[config.mk]
export PLATFORM = sky130hd
export DESIGN_NAME = step_pulse_conditioner
export DESIGN_NICKNAME = d
export VERILOG_FILES = /design/src/rtl/step_pulse_conditioner_pkg.sv /design/src/rtl/step_pulse_conditioner_channel.sv /design/src/rtl/step_pulse_conditioner.sv
export SDC_FILE = /design/constraint.sdc
export NUM_CORES = 1
export LEC_CHECK = 0
export ABC_AREA = 0
export CAP_MARGIN = 20
export CELL_PAD_IN_SITES_DETAIL_PLACEMENT = 0
export CELL_PAD_IN_SITES_GLOBAL_PLACEMENT = 1
export CORE_MARGIN = 2
export CORE_UTILIZATION = 42
export DETAILED_ROUTE_END_ITERATION = 10
export PLACE_DENSITY_LB_ADDON = 0.1
export SLEW_MARGIN = 30
export SYNTH_ARGS = -nofsm -noshare
export SYNTH_HDL_FRONTEND = slang
export SYNTH_SLANG_ARGS = --single-unit
[constraint.sdc]
create_clock -name sysclk -period 2.4 [get_ports sysclk]
set_input_delay 0.36 -clock sysclk [delete_from_list [all_inputs] [get_ports sysclk]]
set_output_delay 0.36 -clock sysclk [all_outputs]
set_load 0.01 [all_outputs]
[src/rtl/step_pulse_conditioner_pkg.sv]
// Shared types and helpers for the STEP pulse conditioner.
// Optional position counters: STEP_COND_POS_CNT_EN.
package step_pulse_conditioner_pkg;

  typedef enum logic [1:0] {
    ST_IDLE = 2'd0,
    ST_HIGH = 2'd1,
    ST_GAP  = 2'd2
  } st_e;

  // Timer holds max(high, gap) - 1; never narrower than one bit
  function automatic int tmr_w(input int hi, input int gap);
    int m;
    m = (hi > gap) ? hi : gap;
    return ($clog2(m) < 1) ? 1 : $clog2(m);
  endfunction

endpackage

[src/rtl/step_pulse_conditioner_channel.sv]
// One STEP axis: sync, edge detect, pending queue, FSM, overflow.
// Position counter present only with STEP_COND_POS_CNT_EN.
module step_axis_channel
  import step_pulse_conditioner_pkg::*;
#(
  parameter int STEP_HIGH_CYC = 50,
  parameter int STEP_GAP_CYC  = 50,
  parameter int PEND_W        = 4
) (
  input  logic clk_i,
  input  logic rst_ni,
  input  logic enable_i,
  input  logic pulse_i,
  input  logic clr_ovf_i,
`ifdef STEP_COND_POS_CNT_EN
  input  logic pos_clr_i,
  output logic signed [15:0] pos_o,
`endif
  output logic step_o,
  output logic busy_o,
  output logic ovf_o
);

  localparam int TW = tmr_w(STEP_HIGH_CYC, STEP_GAP_CYC);
  localparam logic [TW-1:0] HI_LD = TW'(STEP_HIGH_CYC - 1);
  localparam logic [TW-1:0] GP_LD = TW'(STEP_GAP_CYC - 1);

  logic s1_q, s2_q, d_q;
  logic edg;
  st_e st_q, st_d;
  logic [TW-1:0] tmr_q, tmr_d;
  logic [PEND_W-1:0] pend_q, pend_d;
  logic step_q, step_d;
  logic ovf_q, ovf_d;
  logic take, req, pend_nz, pend_full;
  logic enq, deq, drop;

  // Two-flop synchroniser plus delay flop for edge detect
  always_ff @(posedge clk_i or negedge rst_ni) begin
    if (!rst_ni) begin
      s1_q <= 1'b0;
      s2_q <= 1'b0;
      d_q  <= 1'b0;
    end else begin
      s1_q <= pulse_i;
      s2_q <= s1_q;
      d_q  <= s2_q;
    end
  end

  assign edg       = s2_q & ~d_q & enable_i;
  assign pend_nz   = |pend_q;
  assign pend_full = &pend_q;
  assign req       = enable_i & (pend_nz | edg);

  // State, timer, output and queue registers
  always_ff @(posedge clk_i or negedge rst_ni) begin
    if (!rst_ni) begin
      st_q   <= ST_IDLE;
      tmr_q  <= '0;
      step_q <= 1'b0;
      pend_q <= '0;
      ovf_q  <= 1'b0;
    end else begin
      st_q   <= st_d;
      tmr_q  <= tmr_d;
      step_q <= step_d;
      pend_q <= pend_d;
      ovf_q  <= ovf_d;
    end
  end

  // Next state: HIGH and GAP always run their full timer
  always_comb begin
    st_d  = st_q;
    tmr_d = tmr_q;
    take  = 1'b0;
    unique case (st_q)
      ST_IDLE: begin
        if (req) begin
          st_d  = ST_HIGH;
          tmr_d = HI_LD;
          take  = 1'b1;
        end
      end
      ST_HIGH: begin
        if (tmr_q == '0) begin
          st_d  = ST_GAP;
          tmr_d = GP_LD;
        end else begin
          tmr_d = tmr_q - TW'(1);
        end
      end
      ST_GAP: begin
        if (tmr_q == '0) begin
          if (req) begin
            st_d  = ST_HIGH;
            tmr_d = HI_LD;
            take  = 1'b1;
          end else begin
            st_d = ST_IDLE;
          end
        end else begin
          tmr_d = tmr_q - TW'(1);
        end
      end
      default: st_d = ST_IDLE;
    endcase
  end

  // Outputs: STEP is registered from the next state
  always_comb begin
    step_d = (st_d == ST_HIGH);
  end

  // Pending queue: a step starts from the queue first, else the edge
  always_comb begin
    deq    = take & pend_nz;
    enq    = edg & ~(take & ~pend_nz);
    drop   = enq & ~deq & pend_full;
    pend_d = pend_q;
    if (!enable_i) begin
      pend_d = '0;
    end else if (enq & ~deq & ~pend_full) begin
      pend_d = pend_q + PEND_W'(1);
    end else if (deq & ~enq) begin
      pend_d = pend_q - PEND_W'(1);
    end
    ovf_d = drop | (ovf_q & ~clr_ovf_i);
  end

  assign step_o = step_q;
  assign busy_o = (st_q != ST_IDLE) | pend_nz;
  assign ovf_o  = ovf_q;

`ifdef STEP_COND_POS_CNT_EN
  logic signed [15:0] pos_q;

  // Count STEP rising edges; clear has priority
  always_ff @(posedge clk_i or negedge rst_ni) begin
    if (!rst_ni) begin
      pos_q <= '0;
    end else if (pos_clr_i) begin
      pos_q <= '0;
    end else if (step_d & ~step_q) begin
      pos_q <= pos_q + 16'sd1;
    end
  end

  assign pos_o = pos_q;
`endif

endmodule

[src/rtl/step_pulse_conditioner.sv]
// X/Y STEP conditioner top: two independent axis channels.
// Optional position counters: STEP_COND_POS_CNT_EN.
module step_pulse_conditioner
  import step_pulse_conditioner_pkg::*;
#(
  parameter int STEP_HIGH_CYC = 50,
  parameter int STEP_GAP_CYC  = 50,
  parameter int PEND_W        = 4
) (
  input  logic sysclk,
  input  logic rst_n,
  input  logic enable,
  input  logic pulse_x_in,
  input  logic pulse_y_in,
  input  logic clr_ovf,
`ifdef STEP_COND_POS_CNT_EN
  input  logic pos_clr,
`endif
  output logic step_x_out,
  output logic step_y_out,
  output logic busy_x,
  output logic busy_y,
  output logic ovf_x,
  output logic ovf_y
`ifdef STEP_COND_POS_CNT_EN
  ,
  output logic signed [15:0] pos_x,
  output logic signed [15:0] pos_y
`endif
);

  step_axis_channel #(
    .STEP_HIGH_CYC(STEP_HIGH_CYC),
    .STEP_GAP_CYC (STEP_GAP_CYC),
    .PEND_W       (PEND_W)
  ) u_x (
    .clk_i    (sysclk),
    .rst_ni   (rst_n),
    .enable_i (enable),
    .pulse_i  (pulse_x_in),
    .clr_ovf_i(clr_ovf),
`ifdef STEP_COND_POS_CNT_EN
    .pos_clr_i(pos_clr),
    .pos_o    (pos_x),
`endif
    .step_o   (step_x_out),
    .busy_o   (busy_x),
    .ovf_o    (ovf_x)
  );

  step_axis_channel #(
    .STEP_HIGH_CYC(STEP_HIGH_CYC),
    .STEP_GAP_CYC (STEP_GAP_CYC),
    .PEND_W       (PEND_W)
  ) u_y (
    .clk_i    (sysclk),
    .rst_ni   (rst_n),
    .enable_i (enable),
    .pulse_i  (pulse_y_in),
    .clr_ovf_i(clr_ovf),
`ifdef STEP_COND_POS_CNT_EN
    .pos_clr_i(pos_clr),
    .pos_o    (pos_y),
`endif
    .step_o   (step_y_out),
    .busy_o   (busy_y),
    .ovf_o    (ovf_y)
  );

endmodule
==> metrics.txt <==
Critical Path Fanout Max 4; Setup TNS -0.00120 ns; Die X 75.6 um; most area-hungry cell type in the Yosys netlist dfrtp_1; Initial Utilization 0.427; global placement routability congestion 0.815; Root Driver clkbuf_8; top cell type's share of synthesized area 0.395; antenna violation net count after detailed routing 0; max-slew violations 0; worst path required time 2.56 ns; R2R Path Start u_x.tmr_q[1]$_DFFE_PN0P_; Post-CTS Hold Buffers 0; PwrDens 911 nW/um2; Final Hold Viols 0; IO Port Bufs 11; CTS tree built; fin crit period 2.40 ns; std cell rows 26; Cell variety after synth 51; Congestion Overflow GR 0; setup repair after global routing missed its margin true; P&R area growth vs syn 25.0%; Top FF cell, synth dfrtp_1; ys async rst share 1.00; DR WL/cell 14.5 um; Hold Path Class in -> async; Mapped Avg Cell Area 9.53 um2; final worst path period share 1.00; CTS Buffer Depth 2; layout cell share with drive strength beyond 1 0.220; H-tree levels 2; FF+latch count, synth 34; Finished Layout Cells 334; Max-Cap Viols 0; Starting DRT DRC Count 58; Critical Path Source Type flop; net count after synthesis 248; Die Span Y 75.6 um; post-route setup slack -0.00120 ns; fin nets 286; Routed WL 4840 um; Core Footprint 5040 um2; vias in the first global route 1653; first-pass iteration count of the detailed router 4; top-count cell post-synth dfrtp_1; Setup Skew 0.00627 ns; Num CTS Buffers 5; Post-synth EDFFs 0; Peak supply drop 0.000607 V; Post-Place Cells 323; failing checks negative setup slack; DRC 0; Clk pin slew, worst setup/hold paths 0.07 ns; CP Capture Type flop; r2r worst-path depth 12; sequential area share after synthesis 0.395; Post-Syn Area 2150 um2; FF-to-FF End u_x.pend_q[3]$_DFFE_PN0P_; die area 5720 um2; Post-synth top cells dfrtp_1 (34), inv_1 (22), a21oi_1 (18); worst-margin pin slew 0.778 ns; fillers 478; Design Power 2.45 mW; Warnings, synthesis 0; Clock Latency Late Sink 0.28 ns; num ports 12; WP data arrival 2.57 ns; Static Leak 1.21 nW; register-to-register setup slack -0.001 ns; Setup CP Type reg -> reg; first-pass GRT wire length 7820 um; ANT cells 0; DP HPWL 3460 um; CTS sink cnt 34; Max-slew headroom 0.481; run status complete, but fails checks; routed via count 1801; dominant cells by area after synthesis dfrtp_1 (39%), ha_1 (8.1%), a21oi_1 (4.2%); Total GRT Usage 0.180; largest net degree at the start of global routing 35; Fmax 416 MHz; vias per cell 5.39; Setup violations, final 1; cell count after synthesis 226; initial antenna violation count 0
## area by class of cell
cell class | instances | area [um2] | share of cell area
clock inverter | 1 | 30.0 | 0.0111
timing repair buffer | 36 | 293 | 0.109
clock buffer | 6 | 82.6 | 0.0307
multi-input combinational | 165 | 1270 | 0.471
sequential | 34 | 851 | 0.316
inverter | 22 | 82.6 | 0.0307
tap | 70 | 87.6 | 0.0325
## flip-flops by register name (all words and copies together) (netlist names)
| name | count |
|---|---|
| u_x.d_q | 1 |
| u_x.ovf_o | 1 |
| u_x.pend_q | 4 |
| u_x.s1_q | 1 |
| u_x.s2_q | 1 |
| u_x.st_q | 2 |
| u_x.step_o | 1 |
| u_x.tmr_q | 6 |
| u_y.d_q | 1 |
| u_y.ovf_o | 1 |
| u_y.pend_q | 4 |
| u_y.s1_q | 1 |
| u_y.s2_q | 1 |
| u_y.st_q | 2 |
| u_y.step_o | 1 |
| u_y.tmr_q | 6 |
## cell families (layout without fill, tap and decap cells)
logic type | count (synthesis) | in the layout | synth area share
simple gates | 79 | 79 | 0.207
compound gates | 62 | 62 | 0.215
flops | 34 | 34 | 0.395
buf+inv | 27 | 65 | 0.0482
fa+ha+maj | 16 | 16 | 0.0999
xor+xnor | 5 | 5 | 0.0203
mux | 3 | 3 | 0.0139
## worst max path at each step
stage,to,from,slack [ns],cells past startpoint
after floorplan,u_x.pend_q[3]$_DFFE_PN0P_,u_x.tmr_q[0]$_DFFE_PN0P_,-0.005,13
after global placement,u_x.pend_q[3]$_DFFE_PN0P_,enable,-0.005,11
after detailed placement,u_y.pend_q[3]$_DFFE_PN0P_,enable,-0.07,10
after CTS,u_x.pend_q[3]$_DFFE_PN0P_,u_x.tmr_q[1]$_DFFE_PN0P_,0.00004,12
after global routing,u_x.pend_q[3]$_DFFE_PN0P_,u_x.tmr_q[1]$_DFFE_PN0P_,-0.07,12
final,u_x.pend_q[3]$_DFFE_PN0P_,u_x.tmr_q[1]$_DFFE_PN0P_,-0.001,12
## metal layers
layer | GRT usage | wire [um] | vias up
met5 | 0 | 0 | -
met4 | 0.0546 | 51 | 0
met3 | 0.0410 | 183 | 6
met2 | 0.278 | 2250 | 43
met1 | 0.254 | 2350 | 852
li1 | - | - | 900
## report_power, final
group          leakage, nW  internal, mW  total, mW  switching (mW)
combinational        0.722         0.521       1.15           0.633
sequential           0.432         0.671      0.765          0.0942
clock               0.0573         0.332      0.534           0.202
## repair_timing
| action | 4_1_cts | 5_1_grt |
|---|---|---|
| hold endpoints to repair | 0 | 0 |
| endpoints found under the setup margin | 0 | 2 |
| buffers inserted | 0 | 4 |
| resized for setup | 0 | 13 |
## cells in the final DEF, fill, tap and decap left out, types with 3 or more instances in the layout
cell             instances
and3b_1                  3
nor2_1                  11
o32ai_1                  4
xnor2_1                  4
nor2b_1                  6
o31ai_1                  3
buf_4                   25
nand4_1                  3
and2_1                   3
clkbuf_8                 6
clkdlybuf4s50_1         10
a21oi_1                 16
nand2_1                 16
nand2b_1                 4
or3_1                    3
nand3_1                  6
nor3_1                   4
inv_2                    3
inv_1                   19
ha_1                    11
mux2i_1                  3
o21ai_0                 10
o22ai_1                  5
o41ai_1                  3
dfrtp_1                 34
nor4_1                   4
## through the flow
| step | instance area [um2] | hold WS, ns | util | worst slack, ns |
|---|---|---|---|---|
| floorplan | 2170 | 0.0644 | - | -0.00495 |
| global placement | 2500 | 0.334 | 0.495 | -0.00487 |
| detailed placement | 2500 | 0.337 | 0.495 | -0.0715 |
| CTS | 2610 | 0.173 | 0.518 | 0.0000395 |
| global route | 2690 | 0.201 | 0.534 | -0.0725 |
| finish | 2690 | 0.151 | 0.534 | -0.00120 |
## critical path, stage by stage, from the launching register on
cell	delay, ns
dfrtp_1	0.41
inv_2	0.10
ha_4	0.14
or3b_4	0.40
o21bai_4	0.18
nor2_2	0.05
inv_1	0.08
ha_1	0.25
a21o_1	0.19
a21oi_4	0.19
nor3b_2	0.06
a32oi_1	0.16
nand3_1	0.09
No activity file was read; power rests on OpenSTA's default activity.
